$ cat src/rtl/pc_fleet_responder.sv
`default_nettype none
// ============================================================================
// Module   : pc_fleet_responder
// Brief    : Computer fleet placement (LFSR driven) and shot responder.
//            Optional macro PC_FLEET_REVEAL_EN adds a combinational cell probe.
// Revision : 1.0 - initial release
// ============================================================================
module pc_fleet_responder #(
    parameter int         GRID_N    = 5,
    parameter int         MAX_SHIPS = 5,
    parameter logic [7:0] LFSR_SEED = 8'hA5
) (
    input  logic       clk,
    input  logic       rst,
`ifdef PC_FLEET_REVEAL_EN
    input  logic [2:0] dbg_i,
    input  logic [2:0] dbg_j,
    output logic [1:0] dbg_cell,
`endif
    input  logic       place_start,
    input  logic [2:0] pc_ship_count,
    output logic       place_done,
    input  logic       shot_valid,
    input  logic [2:0] shot_i,
    input  logic [2:0] shot_j,
    output logic       shot_ready,
    output logic       resp_valid,
    output logic       resp_hit,
    output logic       resp_repeat,
    output logic       resp_invalid,
    output logic [2:0] ships_left,
    output logic       all_sunk
);

    localparam int         c_cap_int = (MAX_SHIPS < GRID_N * GRID_N) ? MAX_SHIPS : GRID_N * GRID_N;
    localparam logic [2:0] c_cap     = 3'(c_cap_int);
    localparam logic [3:0] c_grid    = 4'(GRID_N);

    typedef enum logic [1:0] {
        S_IDLE  = 2'd0,
        S_PLACE = 2'd1,
        S_READY = 2'd2,
        S_RESP  = 2'd3
    } state_t;

    state_t      r_state;
    state_t      w_state_next;
    logic [7:0]  r_lfsr;
    logic [7:0]  w_lfsr_next;
    // Boards are addressed as {row, col} on a fixed 8x8 map; cells outside GRID_N never set.
    logic [63:0] r_ship;
    logic [63:0] r_shot;
    logic [2:0]  r_target;
    logic [2:0]  r_placed;
    logic [2:0]  r_ships_left;
    logic        r_place_done;
    logic        r_all_sunk;
    logic        r_resp_valid;
    logic        r_resp_hit;
    logic        r_resp_repeat;
    logic        r_resp_invalid;

    logic [2:0]  w_target;
    logic [5:0]  w_cand_idx;
    logic        w_cand_ok;
    logic        w_fill_done;
    logic [5:0]  w_shot_idx;
    logic        w_shot_in_range;
    logic        w_accept;

    assign w_lfsr_next     = {1'b0, r_lfsr[7:1]} ^ (r_lfsr[0] ? 8'hB8 : 8'h00);
    assign w_target        = (pc_ship_count > c_cap) ? c_cap : pc_ship_count;
    assign w_cand_idx      = {r_lfsr[2:0], r_lfsr[5:3]};
    assign w_cand_ok       = ({1'b0, r_lfsr[2:0]} < c_grid) && ({1'b0, r_lfsr[5:3]} < c_grid)
                             && !r_ship[w_cand_idx];
    assign w_fill_done     = (r_placed == r_target);
    assign w_shot_idx      = {shot_i, shot_j};
    assign w_shot_in_range = ({1'b0, shot_i} < c_grid) && ({1'b0, shot_j} < c_grid);

    always_ff @(posedge clk or negedge rst) begin
        if (!rst) begin
            r_state <= S_IDLE;
        end else begin
            r_state <= w_state_next;
        end
    end

    always_comb begin
        w_state_next = r_state;
        shot_ready   = 1'b0;
        w_accept     = 1'b0;
        case (r_state)
            S_IDLE: begin
                if (place_start) w_state_next = S_PLACE;
            end
            S_PLACE: begin
                if (place_start)      w_state_next = S_PLACE;
                else if (w_fill_done) w_state_next = S_READY;
            end
            S_READY: begin
                shot_ready = 1'b1;
                if (place_start) begin
                    w_state_next = S_PLACE;
                end else if (shot_valid) begin
                    w_accept     = 1'b1;
                    w_state_next = S_RESP;
                end
            end
            S_RESP: begin
                w_state_next = place_start ? S_PLACE : S_READY;
            end
            default: w_state_next = S_IDLE;
        endcase
    end

    // The shot is classified at acceptance so ships_left/all_sunk already reflect it
    // during the response cycle.
    always_ff @(posedge clk or negedge rst) begin
        if (!rst) begin
            r_lfsr         <= LFSR_SEED;
            r_ship         <= '0;
            r_shot         <= '0;
            r_target       <= '0;
            r_placed       <= '0;
            r_ships_left   <= '0;
            r_place_done   <= 1'b0;
            r_all_sunk     <= 1'b0;
            r_resp_valid   <= 1'b0;
            r_resp_hit     <= 1'b0;
            r_resp_repeat  <= 1'b0;
            r_resp_invalid <= 1'b0;
        end else begin
            r_lfsr         <= w_lfsr_next;
            r_resp_valid   <= 1'b0;
            r_resp_hit     <= 1'b0;
            r_resp_repeat  <= 1'b0;
            r_resp_invalid <= 1'b0;
            if (place_start) begin
                r_ship       <= '0;
                r_shot       <= '0;
                r_target     <= w_target;
                r_placed     <= '0;
                r_ships_left <= '0;
                r_place_done <= 1'b0;
                r_all_sunk   <= 1'b0;
            end else if (r_state == S_PLACE) begin
                if (w_fill_done) begin
                    r_ships_left <= r_target;
                    r_place_done <= 1'b1;
                    r_all_sunk   <= (r_target == 3'd0);
                end else if (w_cand_ok) begin
                    r_ship[w_cand_idx] <= 1'b1;
                    r_placed           <= r_placed + 3'd1;
                end
            end else if (w_accept) begin
                r_resp_valid <= 1'b1;
                if (!w_shot_in_range) begin
                    r_resp_invalid <= 1'b1;
                end else if (r_shot[w_shot_idx]) begin
                    r_resp_repeat <= 1'b1;
                end else begin
                    r_shot[w_shot_idx] <= 1'b1;
                    if (r_ship[w_shot_idx]) begin
                        r_resp_hit   <= 1'b1;
                        r_ships_left <= r_ships_left - 3'd1;
                        r_all_sunk   <= (r_ships_left == 3'd1);
                    end
                end
            end
        end
    end

    // A place_start during the response cycle drops the pending response.
    assign resp_valid   = r_resp_valid   & ~place_start;
    assign resp_hit     = r_resp_hit     & ~place_start;
    assign resp_repeat  = r_resp_repeat  & ~place_start;
    assign resp_invalid = r_resp_invalid & ~place_start;
    assign place_done   = r_place_done;
    assign ships_left   = r_ships_left;
    assign all_sunk     = r_all_sunk;

`ifdef PC_FLEET_REVEAL_EN
    logic [5:0] w_dbg_idx;
    assign w_dbg_idx = {dbg_i, dbg_j};
    assign dbg_cell  = (({1'b0, dbg_i} < c_grid) && ({1'b0, dbg_j} < c_grid))
                       ? {r_shot[w_dbg_idx], r_ship[w_dbg_idx]} : 2'b00;
`endif

endmodule
`default_nettype wire
$ cat config.mk
export PLATFORM = sky130hd
export DESIGN_NAME = pc_fleet_responder
export DESIGN_NICKNAME = d
export VERILOG_FILES = /design/src/rtl/pc_fleet_responder.sv
export SDC_FILE = /design/constraint.sdc
export NUM_CORES = 1
export LEC_CHECK = 0
export CORE_MARGIN = 1
export CORE_UTILIZATION = 50
export DETAILED_ROUTE_END_ITERATION = 10
export PLACE_DENSITY = 0.67
export SYNTH_ARGS = -nofsm -noshare
export SYNTH_HDL_FRONTEND = slang
export SYNTH_SLANG_ARGS = --single-unit
$ cat constraint.sdc
create_clock -name clk -period 2.9 [get_ports clk]
set_input_delay 0.58 -clock clk [delete_from_list [all_inputs] [get_ports clk]]
set_output_delay 0.58 -clock clk [all_outputs]
set_load 0.05 [all_outputs]
# [After elaboration in Yosys (flattened, before gate mapping)]
# Index checks and enable logic that the tools add are counted.
[op_classes] add_sub_neg=2 multipliers=0 n_div=0 order_cmp=9 eq_ne=12 n_shift=0 n_mux=71 bitwise=8 n_reduce_logical=21
[op_table] op="$mux 64" n=9
[op_table] op="$or 64x64->64" n=2
[op_table] op="$mux 1" n=37
[op_table] op="$mux 3" n=12
[op_table] op="$bmux 1 s6" n=3
[op_table] op="$lt 6x7->1 const B" n=2
[op_table] op="$demux 1 s6" n=2
[op_table] op="$ge 6x1->1 const B" n=2
[op_table] op="$lt 3x3->1 const B" n=4
[op_table] op="$mux 2" n=6
[op_table] op="$reduce_bool 2->1" n=5
[op_table] op="$ne 3x3->1 const B" n=3
[op_table] op="$reduce_bool 3->1" n=3
[op_table] op="$mux 8" n=1
[op_table] op="$ne 2x2->1 const B" n=4
[op_table] op="$pmux 2 s4" n=1
[op_table] op="$xor 7x8->8" n=1
[op_table] op="$reduce_and 3->1" n=2
[op_table] op="$logic_and 1x1->1" n=5
[op_table] op="$reduce_and 5->1" n=1
[op_table] op="$and 1x1->1" n=4
[op_table] op="$eq 2x2->1 const B" n=2
[op_table] op="$reduce_and 4->1" n=1
[op_table] op="$add 3x1->3 const B" n=1
[op_table] op="10 further kinds" n=10
[word_totals] register_bits=153 latch_bits=0 ram_bits=0 rom_bits=0 inputBits=13 output_inout_bits=10 elab_cells=136 n_memories=0

# [Depth between registers and ports, before layout]
# Gate-level depths: netlist of run 1.
[logic_depth] ltp_word=10 depth_mapped=11

# [Least setup slack after synthesis of run 1]
# Ideal clock, no wire load.
[synth_timing] path_kind="input -> register" from="input shot_j[2]" to="register r_all_sunk, in the netlist all_sunk" arrival_ns=2.623 required_ns=2.772 setup_slack_ns=0.150 path_stages=10 n_path_buf=3 cell_sequence="buf_2 -> buf_2 -> buf_2 -> mux4_2 -> mux2i_1 -> o32ai_1 -> a311oi_2 -> nand3_2 -> a31oi_4 -> mux2_1"
[synth_via] elab_chain_cells=4
[synth_lines] item="start, declared" line="25" text="input logic [2:0] shot_j,"
[synth_lines] item="$bmux 1 s6 (tied with other cells)" line="159" text="end else if (r_shot[w_shot_idx]) begin"
[synth_lines] item="$mux 1 (implied by the code) (tied with other cells)" line="159"
[synth_lines] item="$ne 3x3->1 (no line) or $reduce_bool 3->1 (tied branches)"
[synth_lines] item="$reduce_and 5->1 (no line) *"
[synth_lines] item="end signal, assigned" line="150" text="r_all_sunk <= (r_target == 3'd0);"
[synth_lines] item="end signal, assigned" line="166" text="r_all_sunk <= (r_ships_left == 3'd1);"
[synth_lines] item="end, declared" line="57" text="logic r_all_sunk;"
# Mark *: on every way between the ends. The rest lies on a longest branch, timed or not. The select of a mux whose other input is x is not followed.
# A chain may end at the register's enable or synchronous reset.

# [Worst setup path after layout of run 1]
[layout_timing] from="input shot_j[1]" to="register r_all_sunk, in the netlist all_sunk"
# Same word-level chain as after synthesis.

==> results of run 1 <==
state kept, by name, indices dropped and copies added (netlist names):
| signal | cells |
|---|---|
| r_resp_repeat | 1 |
| ships_left | 3 |
| place_done | 1 |
| r_placed | 3 |
| r_resp_valid | 1 |
| r_state | 2 |
| r_target | 3 |
| all_sunk | 1 |
| r_resp_invalid | 1 |
| r_ship | 64 |
| r_shot | 64 |
| r_lfsr | 8 |
| r_resp_hit | 1 |
cells by family (layout without fill, tap and decap cells):
group	after synthesis	in the layout	share of synthesized area (%)
buf+inv	73	139	4.438
compound gates	130	130	13.30
xor+xnor	7	7	0.8237
fa+ha+maj	3	3	0.5043
simple gates	233	233	18.44
mux	57	57	10.99
flops	153	153	51.50
worst min-delay path by stage:
stage,from,to,slack [ns],depth (start not counted)
after floorplan,rst,all_sunk,0.28,0
after global placement,r_lfsr[7],r_lfsr[6],0.38,0
after detailed placement,r_lfsr[7],r_lfsr[6],0.38,0
after CTS,rst,r_shot[15],0.17,1
after global routing,rst,r_shot[15],0.18,1
final,rst,r_shot[31],0.14,1
area by class of cell:
cell class              instances  area (sq um)  area share [%]
clock buffers                  21         470.5           5.324
repair buffers                 87         759.5           8.595
multi-input cells             430          3298           37.33
flip-flops and latches        153          3834           43.39
clock inverters                11         168.9           1.912
well taps                     184         230.2           2.605
inverters                      20         75.07          0.8496
critical path: cells and delay by family:
family                 cells  cell delay, ns
AO/OA/AOI/OAI              3            0.65
buffers and inverters      2            0.72
multiplexers               2            0.84
AND/OR/NAND/NOR            2            0.28
through the flow:
step / setup WS [ns] / hold slack (ns) / total power [mW]
finish: 0.1312 / 0.1446 / 5.331
detailed placement: -0.3074 / 0.3829 / 2.974
floorplan: 0.1497 / 0.2844 / 2.688
CTS: 0.1010 / 0.1686 / 5.357
global placement: -0.2634 / 0.3806 / 2.954
global route: -0.03187 / 0.1823 / 5.518
metal layers:
metal / GRT usage [%] / vias to the layer above / part of all wire, %
li1: - / 2475 / -
met1: 36.79 / 2791 / 46
met2: 38.37 / 178 / 47
met3: 5.907 / 22 / 5.1
met4: 8.333 / 0 / 1.4
met5: 0 / - / 0
power by group through the flow:
stage / registers (mW) / logic [mW] / clock network [mW]
finish: 2.22 / 0.722 / 2.39
global route: 2.22 / 0.785 / 2.51
CTS: 2.22 / 0.719 / 2.42
detailed placement: 2.26 / 0.716 / 0
global placement: 2.26 / 0.699 / 0
floorplan: 2.29 / 0.396 / 0
layout by cell type, fill, tap and decap left out, drive strengths merged, types with 3 or more instances in the layout:
| cell type | n |
|---|---|
| inv | 21 |
| nor4 | 13 |
| a22oi | 4 |
| nand3 | 9 |
| xor2 | 7 |
| o21ai | 15 |
| dfstp | 4 |
| buf | 69 |
| a31oi | 3 |
| mux4 | 17 |
| nor3b | 4 |
| a221oi | 16 |
| ha | 3 |
| nor2b | 94 |
| nand2b | 4 |
| nand2 | 30 |
| a221o | 7 |
| or3 | 5 |
| a21oi | 22 |
| and3 | 5 |
| dfrtp | 149 |
| nor3 | 19 |
| nor4b | 3 |
| bufinv | 4 |
| nor2 | 28 |
| o21a | 26 |
| o2bb2ai | 6 |
| clkinv | 5 |
| mux2 | 19 |
| clkbuf | 21 |
| o32ai | 11 |
| o211ai | 3 |
| and2 | 4 |
| mux2i | 21 |
| clkdlybuf4s50 | 18 |
==> metrics.txt, run 1 <==
fin. max-slew vios 0; Post-Syn Area 7443 sq um; Critical path origin shot_j[1]; top_reg_cell synth dfrtp_1; Die Area 15380 sq um; Hold Buf Count CTS 0; setup TNS 0 ns; critical path, cell by cell clkdlybuf4s50_1 > buf_4 > mux4_2 > nand2_1 > a21oi_1 > a311oi_2 > nand3_2 > a31oi_4 > mux2_1; DRT iter0 DRCs 421; Worst VDD drop 0.3957 mV; Ys Warns 0; post-DR vias/cell 6.033; Tmin final 2.769 ns; GRT Util Overall 25.61%; Post-Syn Nets 672; FILL cells 1182; Cells after DPL 874; Final setup viols 0; Finished Core Util 60.80%; CTS Buf Count 17; fraction of layout cells with a size suffix above 1 21.33%; CTS tree yes; Post-Layout Cell Count 906; Ant. Diodes 0; status complete, no violations; Clock Path Buffers 2; clk_skew 0.008033 ns; Final GP Congestion 0.9134; Synth top cells by count dfrtp_1 (149), nor2b_1 (94), nand2_1 (30); sw frac 25.73%; DR vias 5466; initial antenna violation count 0; PD cells 603.3 nW/um^2; Syn Area/Cell 11.35 sq um; worst-path maximum fanout 6; first-pass iteration count of the detailed router 7; final wirelength 18.16 mm; Final Cell Area 8836 sq um; Post-synth EDFFs 0; Ports 23; core area 14530 sq um; post-route antenna net violation count 0; Seq cells post-synth 153; Syn Inst Count 656; Leak 3.900 nW; chip height 124.0 um; worst min path class primary input to asynchronous set/reset pin; Final Hold Fails 0; Req. time, crit path 3.21 ns; share of the synthesized area in the top cell type 50.09%; R2R setup slack 0.32 ns; Tcrit/Tclk final 95.47%; placed cell area 8184 sq um; Reg clk slew, reported paths 0.06 ns; Initial Utilization 51.21%; largest net degree at the start of global routing 73; first-pass GRT wire length 29.32 mm; Port Buffers 22; P_sw 1.372 mW; area grow syn2layout 18.71%; dpl hpwl 12.27 mm; worst r2r path cells 6; Cell Int Power 3.959 mW; worst path arrival time 3.08 ns; RSZ-0062 raised after global routing yes; # clock sinks 153; clock network fraction of total power 44.8%; Setup crit start kind primary input; largest stage delay on the critical path 0.53 ns; f_max 361.2 MHz; die width 124.0 um; WL per Instance 20.04 um; combinational fraction of design power 13.6%; reg2reg end r_ship[10]; Least-Margin Pin Slew 0.7701 ns; Post-CTS Setup Inserts 0; Seq/Total Area, Yosys 51.50%; Rel. slew slack 48.66%; Crit. End Element register; most common cell in the netlist dfrtp_1; vias in the first global route 5487; num rows 44; post-synth top area cell dfrtp_1; NumNets Final 725; Post-synth ARST share 100.0%; worst r2r src r_lfsr[3]; synth unique cells 69; end of the critical path all_sunk; GR Overflow Total 0; worst setup path category primary input to register; post-cts gate resize count 0; max cap viols 0; DR DRC count 0; sequential share of power 41.7%; Area contributors post-synth dfrtp_1 (50%), nor2b_1 (7.9%), mux4_2 (4.2%), mux2i_1 (2.8%), mux2_2 (2.7%); Worst path slowest cell clkdlybuf4s50_1; clk root buf clkbuf_16; Clock Latency Late Sink 0.43 ns; H-tree levels 4
No activity file was read; power rests on OpenSTA's default activity.
==> run 2: changes to the inputs <==
- SETUP_SLACK_MARGIN: not set -> 0.5
==> metrics.txt, run 2 (synthesized netlist as in run 1, its figures left out) <==
post-DR vias/cell 6.037; RSZ-0062 raised after global routing yes; Die Area 15380 sq um; Final setup viols 0; Ant. Diodes 0; critical path, cell by cell clkdlybuf4s50_1 > buf_4 > a41o_1 > a221oi_2 > o22ai_2 > and4b_4 > a31oi_4 > mux2_4; first-pass iteration count of the detailed router 5; Ports 23; R2R setup slack 0.50 ns; Port Buffers 22; most frequent cells in the layout dfrtp_1 (147), nor2b_1 (89), buf_4 (64); Crit. End Element register; die width 124.0 um; final wirelength 18.58 mm; Least-Margin Pin Slew 0.7148 ns; Reg clk slew, reported paths 0.06 ns; post-route setup slack 0.4581 ns; worst hold slack 0.1426 ns; Setup crit start kind primary input; Worst path slowest cell clkdlybuf4s50_1; num rows 44; Req. time, crit path 3.21 ns; Clock Latency Late Sink 0.43 ns; Final GP Congestion 0.9118; Largest regs r_ship: 64 flops, r_shot: 64 flops, r_lfsr: 8 flops; end of the critical path all_sunk; fin. max-slew vios 0; PD cells 580.4 nW/um^2; Critical path origin shot_i[1]; Worst VDD drop 0.4432 mV; reg2reg end r_ship[26]; P_sw 1.425 mW; GR Overflow Total 0; FILL cells 1147; core area 14530 sq um; Tcrit/Tclk final 84.20%; vias in the first global route 5506; Initial Utilization 51.21%; initial antenna violation count 0; Rel. slew slack 51.98%; GRT Util Overall 25.60%; worst setup path category primary input to register; Clock Path Buffers 2; status complete, no violations; total power 5.347 mW; # clock sinks 153; clk root buf clkbuf_16; post-route antenna net violation count 0; Leak 3.990 nW; dpl hpwl 12.42 mm; largest net degree at the start of global routing 65; Final Hold Fails 0; CTS tree yes; clock network fraction of total power 43.4%; DRT iter0 DRCs 407; CTS Buf Count 17; worst min path class primary input to asynchronous set/reset pin; clk_skew 0.009559 ns; first-pass GRT wire length 29.39 mm; H-tree levels 4; WL per Instance 20.26 um; combinational fraction of design power 15.1%; worst r2r src r_lfsr[4]; commonest non-fill, non-tap cell in the layout dfrtp_1; f_max 409.5 MHz; DR vias 5536; fraction of layout cells with a size suffix above 1 28.65%; worst-path maximum fanout 9; worst path arrival time 2.75 ns; DR DRC count 0; sw frac 26.64%; area grow syn2layout 23.77%; pre-CTS WS -0.3112 ns; NumNets Final 736; worst r2r path cells 7; chip height 124.0 um; Tmin final 2.442 ns; max cap viols 0; Cell Int Power 3.923 mW; sequential share of power 41.5%; area of the multi-input gates 3501 sq um; register area 3836 sq um; largest stage delay on the critical path 0.50 ns
-- run 2: metal layers --
metal / vias to the layer above / GRT usage [%] / share of wire, %
met2: 186 / 40.45 / 48
met3: 35 / 5.357 / 5.7
li1: 2505 / - / -
met1: 2810 / 35.54 / 44
met5: - / 0 / 0
met4: 0 / 7.813 / 1.8
-- run 2: final cells by class --
| cell class | count | share of cell area [%] |
|---|---|---|
| timing repair buffer | 98 | 10.28 |
| clock buffer | 20 | 4.957 |
| tap | 184 | 2.499 |
| inverter | 20 | 0.8556 |
| multi-input combinational | 430 | 38.00 |
| sequential | 153 | 41.64 |
| clock inverter | 12 | 1.766 |
-- run 2: what timing repair did --
action                     in CTS  in global routing
hold buffers                    0                  0
setup endpoints to repair      51                 42
gates resized for setup        34                 25
gates cloned                    1                  1
buffers inserted                9                  1
pin swaps                      16                 12
-- run 2: worst min path at each step --
| stage | end | depth (start not counted) | slack, ns | start |
|---|---|---|---|---|
| after floorplan | all_sunk | 0 | 0.28 | rst |
| after global placement | r_lfsr[6] | 0 | 0.38 | r_lfsr[7] |
| after detailed placement | r_lfsr[6] | 0 | 0.38 | r_lfsr[7] |
| after CTS | r_ship[49] | 1 | 0.16 | rst |
| after global routing | r_ship[37] | 1 | 0.19 | rst |
| final | r_ship[49] | 1 | 0.14 | rst |
-- run 2: critical path: cells and delay by family --
family,cells,cell delay (ns)
buffers and inverters,2,0.72
muxes,1,0.32
AOI/OAI and AO/OA,4,0.72
and+or+nand+nor,1,0.40
-- run 2: per-stage QoR --
step | TNS [ns] | util (%) | std cells | cell area [sq um]
detailed placement | -4.603 | 56.24 | 873 | 8174
floorplan | 0 | - | 656 | 7522
global placement | -3.328 | 56.24 | 873 | 8174
finish | 0 | 63.39 | 917 | 9213
global route | 0 | 63.39 | 917 | 9213
CTS | 0 | 62.34 | 915 | 9061
-- run 2: power groups by stage --
stage               Combinational [mW]  Sequential, mW  Clock (mW)
finish                           0.809            2.22        2.32
global route                     0.875            2.22        2.43
CTS                              0.774            2.22        2.36
detailed placement               0.715            2.26           0
global placement                 0.702            2.26           0
floorplan                        0.419            2.29           0
==> run 3: changes to the inputs <==
- PLACE_DENSITY: 0.67 -> 0.7
- clock period: 2.9 -> 2 ns (I/O delays scaled with it)
==> metrics.txt, run 3 (synthesized netlist as in run 1, its figures left out) <==
GRT Util Overall 28.89%; worst path arrival time 2.80 ns; initial antenna violation count 0; worst r2r path cells 6; fraction of layout cells with a size suffix above 1 41.10%; first-pass iteration count of the detailed router 6; worst-path maximum fanout 9; worst setup path category register to register; Largest regs r_ship: 64 flops, r_shot: 64 flops, r_lfsr: 8 flops; H-tree levels 4; CTS Buf Count 17; Tcrit/Tclk final 122.6%; Min-Delay Startpoint r_lfsr[7]; failing checks setup timing; Worst path slowest cell mux4_2; met1 usage 37.30%; # clock sinks 153; largest stage delay on the critical path 0.53 ns; Initial Utilization 51.21%; Die Area 15380 sq um; commonest non-fill, non-tap cell in the layout dfrtp_1; PD cells 809.8 nW/um^2; CTS tree yes; area of the multi-input gates 3852 sq um; Finished Core Util 71.58%; Reg clk slew, reported paths 0.06 ns; Final Cell Area 10400 sq um; Req. time, crit path 2.35 ns; most frequent cells in the layout dfrtp_1 (147), buf_4 (137), nor2b_1 (89); Leak 4.627 nW; post-route antenna net violation count 0; final wirelength 21.13 mm; reg2reg end r_ship[2]; f_max 407.9 MHz; grt peak-use layer met2; fin. max-slew vios 0; R2R setup slack -0.45 ns; critical path, cell by cell buf_4 > mux4_2 > mux2i_1 > o2111ai_4 > or4_4 > o2bb2ai_2; setup TNS -19.30 ns; RSZ-0062 raised after global routing yes; Clock Path Buffers 2; status complete, but fails checks; chip height 124.0 um; Rel. slew slack 64.70%; placed cell area 9087 sq um; Clock Latency Late Sink 0.43 ns; Worst Hold Depth 0; post-DR vias/cell 5.985; worst min path class register to register; register area 3836 sq um; FILL cells 914; Port Buffers 22; num rows 44; Final setup viols 59; GR Overflow Total 0; clk_skew 0.006393 ns; worst r2r src r_lfsr[3]; Tmin final 2.451 ns; Least-Margin Pin Slew 0.5254 ns; Setup crit start kind register; first-pass GRT wire length 32.94 mm; vias in the first global route 6154; NumNets Final 825; DR vias 6009; Ant. Diodes 0; Ports 23; WL per Instance 21.05 um; GR Layer Usage met3 5.311%; Final Hold Fails 0; DRT iter0 DRCs 431; clk root buf clkbuf_16; post-route setup slack -0.4515 ns; Worst VDD drop 0.6085 mV; dpl hpwl 13.32 mm; grt met2 use 47.99%; largest net degree at the start of global routing 58; max cap viols 0; Crit. End Element register; Final GP Congestion 0.9275; area grow syn2layout 39.77%; DR DRC count 0; pre-CTS WS -1.033 ns; core area 14530 sq um; hold worst-path end r_lfsr[6]; die width 124.0 um
run 3: report_power, final:
group	internal (mW)	switching, mW
Clock	2.29	1.23
Combinational	0.795	0.899
Sequential	3.16	0.0501
Total	6.25	2.18
run 3: routing by layer:
metal  vias to the layer above  part of all wire, %
li1                       2678                    -
met1                      3063                   42
met2                       206                   50
met3                        62                  4.6
met4                         0                  3.1
met5                         -                    0
run 3: metrics by stage:
step           hold WS (ns)  total power [mW]  std cells
2_1_floorplan        0.1044             4.071        656
3_3_place_gp         0.3786             4.573        953
3_5_place_dp         0.3851             4.620        953
4_1_cts              0.3933             8.329        996
5_1_grt              0.3988             8.708       1004
6_report             0.3931             8.425       1004
run 3: worst max-delay path by stage:
stage          depth (start not counted)        from             to  slack (ns)
3_3_place_gp                           9   shot_j[0]       all_sunk       -0.96
6_report                               6   r_lfsr[3]      r_ship[2]       -0.45
4_1_cts                                7  r_shot[12]       all_sunk       -0.43
3_5_place_dp                           8   shot_j[0]  ships_left[0]       -1.03
5_1_grt                                6   r_lfsr[3]      r_ship[2]       -0.51
2_1_floorplan                          8   shot_j[1]       all_sunk       -0.40
run 3: critical path, delay by kind of cell, from the launching register on:
family / cells / cell delay, ns
AO/OA/AOI/OAI: 2 / 0.33
buffers and inverters: 1 / 0.20
flip-flops: 1 / 0.44
multiplexers: 2 / 0.86
AND/OR/NAND/NOR: 1 / 0.53
run 3: cell type report:
class | count | share of cell area, %
clock buffer | 22 | 4.558
clock inverter | 8 | 1.612
inverter | 20 | 0.7216
multi-input combinational | 430 | 37.03
sequential | 153 | 36.87
tap | 184 | 2.213
timing repair buffer | 187 | 16.99
run 3: what timing repair did:
| action | in CTS | in global routing |
|---|---|---|
| endpoints found under the hold margin | 44 | 0 |
| endpoints found under the setup margin | 71 | 63 |
| cloned | 3 | 0 |
| pin swaps | 18 | 23 |
| setup buffers | 9 | 8 |
| hold buffers | 1 | 0 |
| resized for setup | 76 | 31 |
==> variant: new RTL, settings of run 3 <==
Add a define of `PC_FLEET_REVEAL_EN`.
--- a/src/rtl/pc_fleet_responder.sv
+++ b/src/rtl/pc_fleet_responder.sv
@@ -6,4 +6,6 @@
 // Revision : 1.0 - initial release
 // ============================================================================
+`define PC_FLEET_REVEAL_EN
+
 module pc_fleet_responder #(
     parameter int         GRID_N    = 5,
Interface: changed (added dbg_cell, dbg_i and dbg_j); port bits go from 23 to 31. No check against the original RTL was run, so the function may have changed too.
==> variant against run 3 <==
The flow still finishes with violations (setup timing); non-clock buffer count up 62; die area up 12%; setup slack worse by 0.32 ns; cell area up 16%; sequential cell count unchanged; utilization up 3.4 points; total power up 4.7%; synthesized area up 12%; wire length up 37%; critical path type is now flop to output port; highest routed layer unchanged.
==> variant: results (changes against run 3) <==
stage;metric;value;unit;change
cells_and_area;Layout Nets;980;;was 825
placed_design;port bufs;30;;was 22
placed_design;GP Congestion;0.9442;;was 0.9275
clock_network;Worst-path clk slew;0.06;ns;about the same
global_route;initial antenna violation count;0;;unchanged
global_route;first-pass GRT wire length;41.88;mm;was 32.94 mm
global_route;M1 GR Usage;43.55;%;was 37.30%
yosys;asr flop ratio synth;100.0;%;unchanged
sta;Clock Skew;0.009667;ns;was 0.006393 ns
worst_setup_path;Worst EP arrival;2.37;ns;was 2.80 ns
outcome;failing checks;setup timing;;unchanged
global_route;met3 usage;8.604;%;was 5.311%
sta;worst slew pin tran;1.015;ns;was 0.5254 ns
worst_hold_path;worst hold path class;flop to flop;;unchanged
clock_network;clock root buffer;clkbuf_16;;unchanged
yosys;Syn. warnings;0;;unchanged
yosys;Post-synth top cells;dfrtp_1 (149), nor2b_1 (90), mux2i_1 (52), nor2_1 (52), mux4_2 (33);;was dfrtp_1 (149), nor2b_1 (94), nand2_1 (30), nor2_1 (27)
power;Leak;5.297;nW;was 4.627 nW
drt;wire per inst;24.50;um;was 21.05 um
clock_network;Clock Latency Late Sink;0.44;ns;
placed_design;placed cell areas;10260;um^2;was 9087 um^2
global_route;vias in the first global route;7662;;was 6154
drt;first drt pass iteration count;5;;was 6
drt;Avg Vias per Cell;6.465;;was 5.985
worst_setup_path;CP Max Fanout;2;;was 9
drt;drt initial violations;786;;was 431
global_route;Tot GR Track Use;33.32;%;was 28.89%
cells_and_area;Filler cells;975;;was 914
sta;final setup vio count;61;;was 59
clock_network;clk buf depth;2;;unchanged
sta;Final WS setup;-0.7702;ns;was -0.4515 ns
yosys;Seq/Total Area, Yosys;46.02;%;was 51.50%
cells_and_area;share of cells above drive strength 1;45.25;%;was 41.10%
clock_network;Num CTS Buffers;17;;unchanged
cells_and_area;ANT cells;0;;unchanged
yosys;Synth area leaders;dfrtp_1 (45%), mux4_2 (8.9%), nor2b_1 (6.8%);;was dfrtp_1 (50%), nor2b_1 (7.9%), mux4_2 (4.2%)
global_route;M2 GR Usage;52.88;%;was 47.99%
yosys;post-synth cell types;72;;was 69
yosys;Net Count, Synth;770;;was 672
global_route;pin count of the biggest net entering global routing;68;;was 58
cells_and_area;biggest regs;r_ship (64), r_shot (64), r_lfsr (8);;unchanged
placed_design;hpwl dp;17.82;mm;was 13.32 mm
outcome;status;finished, violations left;;unchanged
power;peak supply drop;0.7292;mV;was 0.6085 mV
clock_network;H-tree lvl count;4;;unchanged
## variant: cell types whose count changed in the layout (fill, tap and decap cells not counted), moves of 9 or more
cell	change
buf_4	+47
mux2i_1	+30
o21a_1	-26
nor2_1	+22
a31oi_4	+20
mux4_2	+17
o22ai_2	+14
mux2_2	-11
a221oi_1	-9
a31oi_1	+9
## variant: layout make-up
type	count	area, um^2	area share, %
Clock buffer	17	425.4	3.532
Clock inverter	12	155.1	1.288
Inverter	25	93.84	0.7791
Multi-Input combinational cell	512	4975	41.30
Sequential cell	153	3841	31.89
Tap cell	216	270.3	2.244
Timing Repair Buffer	249	2283	18.96
## variant: power breakdown
part / total [mW] / internal [mW] / switching (mW)
logic: 2.32 / 1.10 / 1.22
clock network: 3.27 / 1.94 / 1.33
registers: 3.23 / 3.16 / 0.0770
total: 8.82 / 6.19 / 2.63
## variant: repair_timing
| item | in CTS | in global routing |
|---|---|---|
| setup endpoints to repair | 72 | 70 |
| hold endpoints to repair | 33 | 0 |
| pin swaps | 31 | 25 |
| gates resized for setup | 135 | 66 |
| hold buffers | 1 | 0 |
| cloned | 5 | 0 |
| buffers inserted | 18 | 14 |
## variant: cells by family after synthesis
family	count (synthesis)	share of synthesized area, %
DFF	153	46.02
and+or+nand+nor	228	15.09
muxes	99	17.78
xor gates and xnor gates	8	0.8411
adders and majority gates	3	0.4506
buffers and inverters	83	4.686
AOI/OAI and AO/OA	174	15.12
## variant: metrics by stage
stage / setup WS [ns] / cells / setup TNS, ns / hold slack [ns]
2_1_floorplan: -0.4724 / 748 / -9.527 / 0.1044
3_3_place_gp: -1.035 / 1117 / -38.24 / 0.3292
3_5_place_dp: -1.127 / 1117 / -40.18 / 0.3314
4_1_cts: -0.7583 / 1170 / -16.97 / 0.3911
5_1_grt: -0.7927 / 1184 / -24.26 / 0.3971
6_report: -0.7702 / 1184 / -21.77 / 0.3924
## variant: metal layers
metal	vias up	wire [um]
met5	-	0
met4	0	1360
met3	128	2629
met2	444	13780
met1	3896	11240
li1	3186	-
## variant: worst max-delay path, cell delays in order (launching register included)
cell and delay, ns:
dfrtp_1 0.41, mux4_2 0.51, mux4_2 0.49, a21oi_2 0.15, or2_4 0.14, a31oi_4 0.08, buf_12 0.16
## variant: final timing paths
path | from | end | slack (ns) | depth (start not counted)
max | r_ship[39] | dbg_cell[0] | -0.77 | 6
min | r_lfsr[7] | r_lfsr[6] | 0.39 | 0
max reg2reg | r_lfsr[3] | r_ship[11] | -0.65 | 10
min reg2reg | r_lfsr[7] | r_lfsr[6] | 0.39 | 0
max in group asynchronous | rst | r_lfsr[2] | 0.91 | 3
min in group asynchronous | rst | r_ship[53] | 0.44 | 2
